==> src/rtl/pixel_readout_capture.sv <==
// pixel_readout_capture
// Captures the column-parallel ADC result for each row at the falling edge of
// the ADC strobe, buffers one 2-row frame and streams it out pixel by pixel
// over a valid/ready interface. Same Clk domain as the exposure controller.
//
// Ports:
//   Clk, Reset      clock (rising edge), asynchronous active-high reset
//   NRE_1, NRE_2    row selects from the controller
//   ADC, Adc_data   conversion strobe and column results (column c at [c*DATA_W +: DATA_W])
//   Pix_ready       downstream ready
//   Pix_valid/Pix_data/Pix_last  pixel stream, Pix_last on row 2 column COLS-1
//   Frame_done      one-cycle pulse after the last pixel of a frame is accepted
//   Busy            capture in progress or buffer/output non-empty
//   Ovr             sticky: a capture hit a row that was still full
//   Seq_err         sticky protocol error (only with PROTOCOL_CHECK_EN defined)
//
// Build option PROTOCOL_CHECK_EN: flags both/neither row select on a capture
// and a row-2 capture with no row 1 pending; those captures are dropped.
// Without it Seq_err is 0, both-high counts as row 1 and bad captures are ignored.
//
// state   | meaning
// S_IDLE  | no frame open
// S_CAPT  | row 1 captured, row 2 pending
// S_DRAIN | both rows captured, streaming out
module pixel_readout_capture #(
   parameter int DATA_W = 8,
   parameter int COLS   = 2
) (
   input  logic                   Clk,
   input  logic                   Reset,
   input  logic                   NRE_1,
   input  logic                   NRE_2,
   input  logic                   ADC,
   input  logic [COLS*DATA_W-1:0] Adc_data,
   input  logic                   Pix_ready,
   output logic                   Pix_valid,
   output logic [DATA_W-1:0]      Pix_data,
   output logic                   Pix_last,
   output logic                   Frame_done,
   output logic                   Busy,
   output logic                   Ovr,
   output logic                   Seq_err
);

   localparam int NPIX = 2 * COLS;
   localparam int ROW_W = COLS * DATA_W;
   localparam int RD_W = $clog2(NPIX);
   localparam logic [RD_W-1:0] RD_LAST   = RD_W'(NPIX - 1);
   localparam logic [RD_W-1:0] ROW1_LAST = RD_W'(COLS - 1);
   localparam logic [RD_W-1:0] COLS_R    = RD_W'(COLS);

   typedef enum logic [1:0] {
      S_IDLE  = 2'd0,
      S_CAPT  = 2'd1,
      S_DRAIN = 2'd2
   } state_t;

   state_t                 state_q, state_d;
   logic                   adc_q;
   logic [1:0]             full_q, full_d, full_drain;
   logic [RD_W-1:0]        rd_q, rd_d;
   logic                   valid_q, valid_d;
   logic [DATA_W-1:0]      data_q, data_d, nxt_pix;
   logic                   done_q;
   logic                   ovr_q, ovr_d;
   logic [NPIX*DATA_W-1:0] buf_q;
   logic                   hs, stall, row1_end, frame_end;
   logic                   cap_ev, sel1, sel2, row2_ok, wr1, wr2, ovr_hit;

   assign cap_ev = adc_q & ~ADC;

`ifdef PROTOCOL_CHECK_EN
   logic seq_err_q, seq_viol;

   assign sel1 = cap_ev & NRE_1 & ~NRE_2;
   assign sel2 = cap_ev & NRE_2 & ~NRE_1;
   assign seq_viol = cap_ev & (~(NRE_1 ^ NRE_2) | (sel2 & (state_q == S_IDLE)));

   always_ff @(posedge Clk or posedge Reset) begin
      if (Reset) seq_err_q <= 1'b0;
      else       seq_err_q <= seq_err_q | seq_viol;
   end

   assign Seq_err = seq_err_q;
`else
   assign sel1 = cap_ev & NRE_1;
   assign sel2 = cap_ev & ~NRE_1 & NRE_2;
   assign Seq_err = 1'b0;
`endif

   always_comb begin
      hs        = valid_q & Pix_ready;
      stall     = valid_q & ~Pix_ready;
      row1_end  = hs & (rd_q == ROW1_LAST);
      frame_end = hs & (rd_q == RD_LAST);

      rd_d = rd_q;
      if (hs) rd_d = frame_end ? '0 : rd_q + RD_W'(1);

      // Drain is applied before capture so a row freed on this edge can be refilled.
      full_drain = full_q & ~{frame_end, row1_end};
      row2_ok    = sel2 & (state_q != S_IDLE);
      wr1        = sel1 & ~full_drain[0];
      wr2        = row2_ok & ~full_drain[1];
      ovr_hit    = (sel1 & full_drain[0]) | (row2_ok & full_drain[1]);
      full_d     = full_drain | {wr2, wr1};
      ovr_d      = ovr_q | ovr_hit;

      nxt_pix = '0;
      for (int i = 0; i < NPIX; i++) begin
         if (rd_d == RD_W'(i)) nxt_pix = buf_q[i*DATA_W +: DATA_W];
      end

      // Output register only reloads when not stalled; a row captured on this
      // edge becomes visible one edge later.
      valid_d = valid_q;
      data_d  = data_q;
      if (!stall) begin
         valid_d = full_drain[rd_d >= COLS_R];
         if (valid_d) data_d = nxt_pix;
      end
   end

   always_comb begin
      state_d = state_q;
      if (frame_end) begin
         if (full_d[0]) state_d = full_d[1] ? S_DRAIN : S_CAPT;
         else           state_d = S_IDLE;
      end else begin
         case (state_q)
            S_IDLE:  if (wr1) state_d = S_CAPT;
            S_CAPT:  if (wr2) state_d = S_DRAIN;
            default: state_d = state_q;
         endcase
      end
   end

   always_ff @(posedge Clk or posedge Reset) begin
      if (Reset) begin
         state_q <= S_IDLE;
         adc_q   <= 1'b0;
         full_q  <= '0;
         rd_q    <= '0;
         valid_q <= 1'b0;
         data_q  <= '0;
         done_q  <= 1'b0;
         ovr_q   <= 1'b0;
      end else begin
         state_q <= state_d;
         adc_q   <= ADC;
         full_q  <= full_d;
         rd_q    <= rd_d;
         valid_q <= valid_d;
         data_q  <= data_d;
         done_q  <= frame_end;
         ovr_q   <= ovr_d;
      end
   end

   always_ff @(posedge Clk) begin
      if (wr1) buf_q[0 +: ROW_W]     <= Adc_data;
      if (wr2) buf_q[ROW_W +: ROW_W] <= Adc_data;
   end

   assign Pix_valid  = valid_q;
   assign Pix_data   = data_q;
   assign Pix_last   = valid_q & (rd_q == RD_LAST);
   assign Frame_done = done_q;
   assign Ovr        = ovr_q;
   assign Busy       = (state_q != S_IDLE) | (|full_q) | valid_q;

endmodule

==> config.mk <==
export PLATFORM = sky130hd
export DESIGN_NAME = pixel_readout_capture
export DESIGN_NICKNAME = d
export VERILOG_FILES = /design/src/rtl/pixel_readout_capture.sv
export SDC_FILE = /design/constraint.sdc
export NUM_CORES = 1
export LEC_CHECK = 0
export BUFFER_PORTS_ARGS = -buffer_cell sky130_fd_sc_hd__buf_2
export CORE_MARGIN = 5
export CORE_UTILIZATION = 55
export DETAILED_ROUTE_END_ITERATION = 16
export GPL_TIMING_DRIVEN = 0
export PLACE_DENSITY = 0.88
export SYNTH_ARGS = -nofsm -noshare
export SYNTH_HDL_FRONTEND = slang
export SYNTH_SLANG_ARGS = --single-unit
==> constraint.sdc <==
create_clock -name Clk -period 2.9 [get_ports Clk]
set_clock_uncertainty 0.1 [all_clocks]
set_input_delay 0.87 -clock Clk [delete_from_list [all_inputs] [get_ports Clk]]
set_output_delay 0.87 -clock Clk [all_outputs]
set_load 0.1 [all_outputs]
==> results.json <==
{
  "track_usage_pct": 16.2,
  "cts.clk_slew.worst_paths_ns": 0.09,
  "wl_um": 3980,
  "grt_pass1_vias": 1367,
  "cp-start-kind": "flop",
  "cts_sinks": 50,
  "power_density_mw_per_mm2": 1110,
  "ys_ff_latch": 50,
  "htree_levels": 2,
  "worstSkewPairLatency_ns": 0.31,
  "place_area_mm2": 0.00244,
  "syn_to_final_growth_pct": 16.7,
  "status": "finished, final reports clean",
  "dp_hpwl_um": 2740,
  "die-width_um": 73.1,
  "grt_pass1_wl_um": 6350,
  "critical_path_class": "reg2out",
  "antenna_left": 0,
  "endpoint_kind": "primary output",
  "post-route-period-util_pct": 94.3,
  "sw_frac_of_total_pct": 45.8,
  "drtIter0Drc": 116,
  "io_buffers": 33,
  "drc_errors": 0,
  "ys_seq_area_share_pct": 64.5,
  "synth_area_mm2": 0.00219,
  "critPathMaxFanout": 10,
  "antenna_found_initial": 0,
  "hp-class": "reg2reg",
  "p_int_uw": 1540,
  "syn-num-nets": 182,
  "worst_slew_pin_slew_ns": 0.909,
  "maxSlewHeadroom_pct": 39.4,
  "hold_violations": 0,
  "cts_setup_buffers": 0,
  "post-place-ws_ns": 0.210,
  "pwr-share-seq_pct": 34.4,
  "worst_slack_ns": 0.164,
  "grt_max_degree": 19,
  "ctsHoldBuffers": 0,
  "vias": 1400,
  "cts_tree": "built",
  "p_comb_share_pct": 48.0,
  "routed_via_density": 5.60,
  "rsz0062_at_grt": "no",
  "p_sw_uw": 1300,
  "arrival_ns": 1.77,
  "setup_viol": 0,
  "cp_data_required_time_ns": 1.93,
  "initial_utilization_pct": 55.5,
  "syn_inst": 158,
  "dr.pass1.iters": 4,
  "die_area_mm2": 0.00534,
  "drive_gt1_share_pct": 35.5,
  "nets": 223,
  "synthArstFlopShare_pct": 36.0,
  "cts_resized": 0,
  "drv_cap": 0,
  "grt_remaining_overflow": 0,
  "fin_area_mm2": 0.00256,
  "n_fill_cell": 286,
  "ios": 36,
  "core_mm2": 0.00394,
  "p_leak_uw": 0.00107,
  "synth_cell_types": 38,
  "period_needed_ns": 2.74,
  "root_buffer": "clkbuf_8",
  "fmax_mhz": 365,
  "synth_edf_count": 32,
  "irDropWorstVdd_mv": 0.560,
  "synthFlopType": "edfxtp_1",
  "antenna_cells": 0,
  "cts_buffers": 5,
  "die_h_um": 73.1,
  "clockBufferDepth": 2,
  "rows": 23,
  "drv_slew": 0,
  "avgSynthCellArea_um2": 13.9,
  "globalplace.congestion": 0.823,
  "synth_warnings": 0,
  "pwr-share-clk_pct": 17.6,
  "routedWlPerCell_um": 15.9
}
## power by group through the flow
stage          logic, µW  registers, µW  clock network [µW]
2_1_floorplan        670           1430                   0
3_3_place_gp        1340            986                   0
3_5_place_dp        1360            993                   0
4_1_cts             1370            978                 512
5_1_grt             1450            996                 538
6_report            1360            979                 501
## final cells by class
type | count | area (µm²) | area share, %
Clock inverter | 3 | 47.5 | 1.86
Buffer | 7 | 61.3 | 2.40
Tap cell | 50 | 62.6 | 2.45
Inverter | 16 | 60.1 | 2.35
Sequential cell | 50 | 1410 | 55.2
Clock buffer | 5 | 68.8 | 2.69
Timing Repair Buffer | 34 | 176 | 6.90
Multi-Input combinational cell | 85 | 668 | 26.1
## state kept, by name (all words and copies together), names as in the netlist
register	count
full_q	2
adc_q	1
rd_q	2
buf_q	32
Frame_done	1
Ovr	1
state_q	2
Pix_valid	1
Pix_data	8
## layout by cell type (no fill, tap or decap), drive strengths merged, types with 8 or more instances in the layout
cell type,synthesis,routed
and3,10,10
buf,7,41
edfxtp,32,32
a21boi,8,8
inv,16,18
nand2,8,8
dfrtp,18,18
o21ai,14,14
mux2i,8,8
o221ai,9,9
## routing by layer
layer | track usage (%) | part of all wire, %
met1 | 19.6 | 40
met2 | 26.7 | 52
met3 | 4.82 | 5.9
met4 | 6.76 | 2.2
met5 | 0 | 0
## cells in the mapped netlist (2+ instances only)
| cell | instances | share of area [%] |
|---|---|---|
| a21oi_1 | 3 | 0.69 |
| o21ai_0 | 13 | 3.0 |
| nor2b_1 | 2 | 0.57 |
| and3_2 | 9 | 3.1 |
| buf_4 | 3 | 1.0 |
| o221ai_1 | 9 | 3.6 |
| buf_6 | 3 | 1.5 |
| ha_1 | 2 | 1.1 |
| dfrtp_1 | 18 | 21 |
| edfxtp_1 | 32 | 44 |
| nand3_1 | 2 | 0.46 |
| nand2_1 | 6 | 1.0 |
| a21boi_0 | 8 | 2.7 |
| a211oi_2 | 2 | 1.1 |
| mux2i_1 | 8 | 3.7 |
| inv_1 | 16 | 2.7 |
## worst max-delay path, stage by stage, from the launching register on
cell and delay, ns:
dfrtp_1 0.46, buf_6 0.17, or4_4 0.52, buf_2 0.30
## metrics by stage
stage               setup TNS (ns)  utilization [%]  hold WS [ns]  power, µW  cells
floorplan                        0                -         0.372       2100    158
global placement             -5.66             61.4         0.360       2320    241
detailed placement               0             61.9         0.364       2360    242
CTS                              0             64.8         0.388       2860    250
global route                     0             64.8         0.419       2980    250
finish                           0             64.8         0.380       2850    250
## path summary, 6_finish.rpt
| kind | from | to | slack (ns) | cells past startpoint |
|---|---|---|---|---|
| max | Pix_valid$_DFFE_PP0N_ | Busy | 0.16 | 3 |
| min reg2reg | Ovr$_DFF_PP0_ | Ovr$_DFF_PP0_ | 0.38 | 2 |
| max in group asynchronous | Reset | state_q[1]$_DFFE_PP0P_ | 1.70 | 2 |
| max reg2reg | rd_q[1]$_DFF_PP0_ | state_q[0]$_DFFE_PP0P_ | 0.75 | 7 |
| min | Ovr$_DFF_PP0_ | Ovr$_DFF_PP0_ | 0.38 | 2 |
| min in group asynchronous | Reset | Ovr$_DFF_PP0_ | 0.55 | 2 |
## kinds of logic (layout without fill, tap and decap cells)
logic type | count (synthesis) | after routing | synth area share (%)
adders and majority gates | 2 | 2 | 1.14
buffers and inverters | 23 | 65 | 5.54
and+or+nand+nor | 32 | 32 | 10.3
other | 1 | 1 | 0.171
DFF | 50 | 50 | 64.5
AOI/OAI and AO/OA | 42 | 42 | 14.7
muxes | 8 | 8 | 3.66
Note: power is estimated with default switching activity, not from simulation.
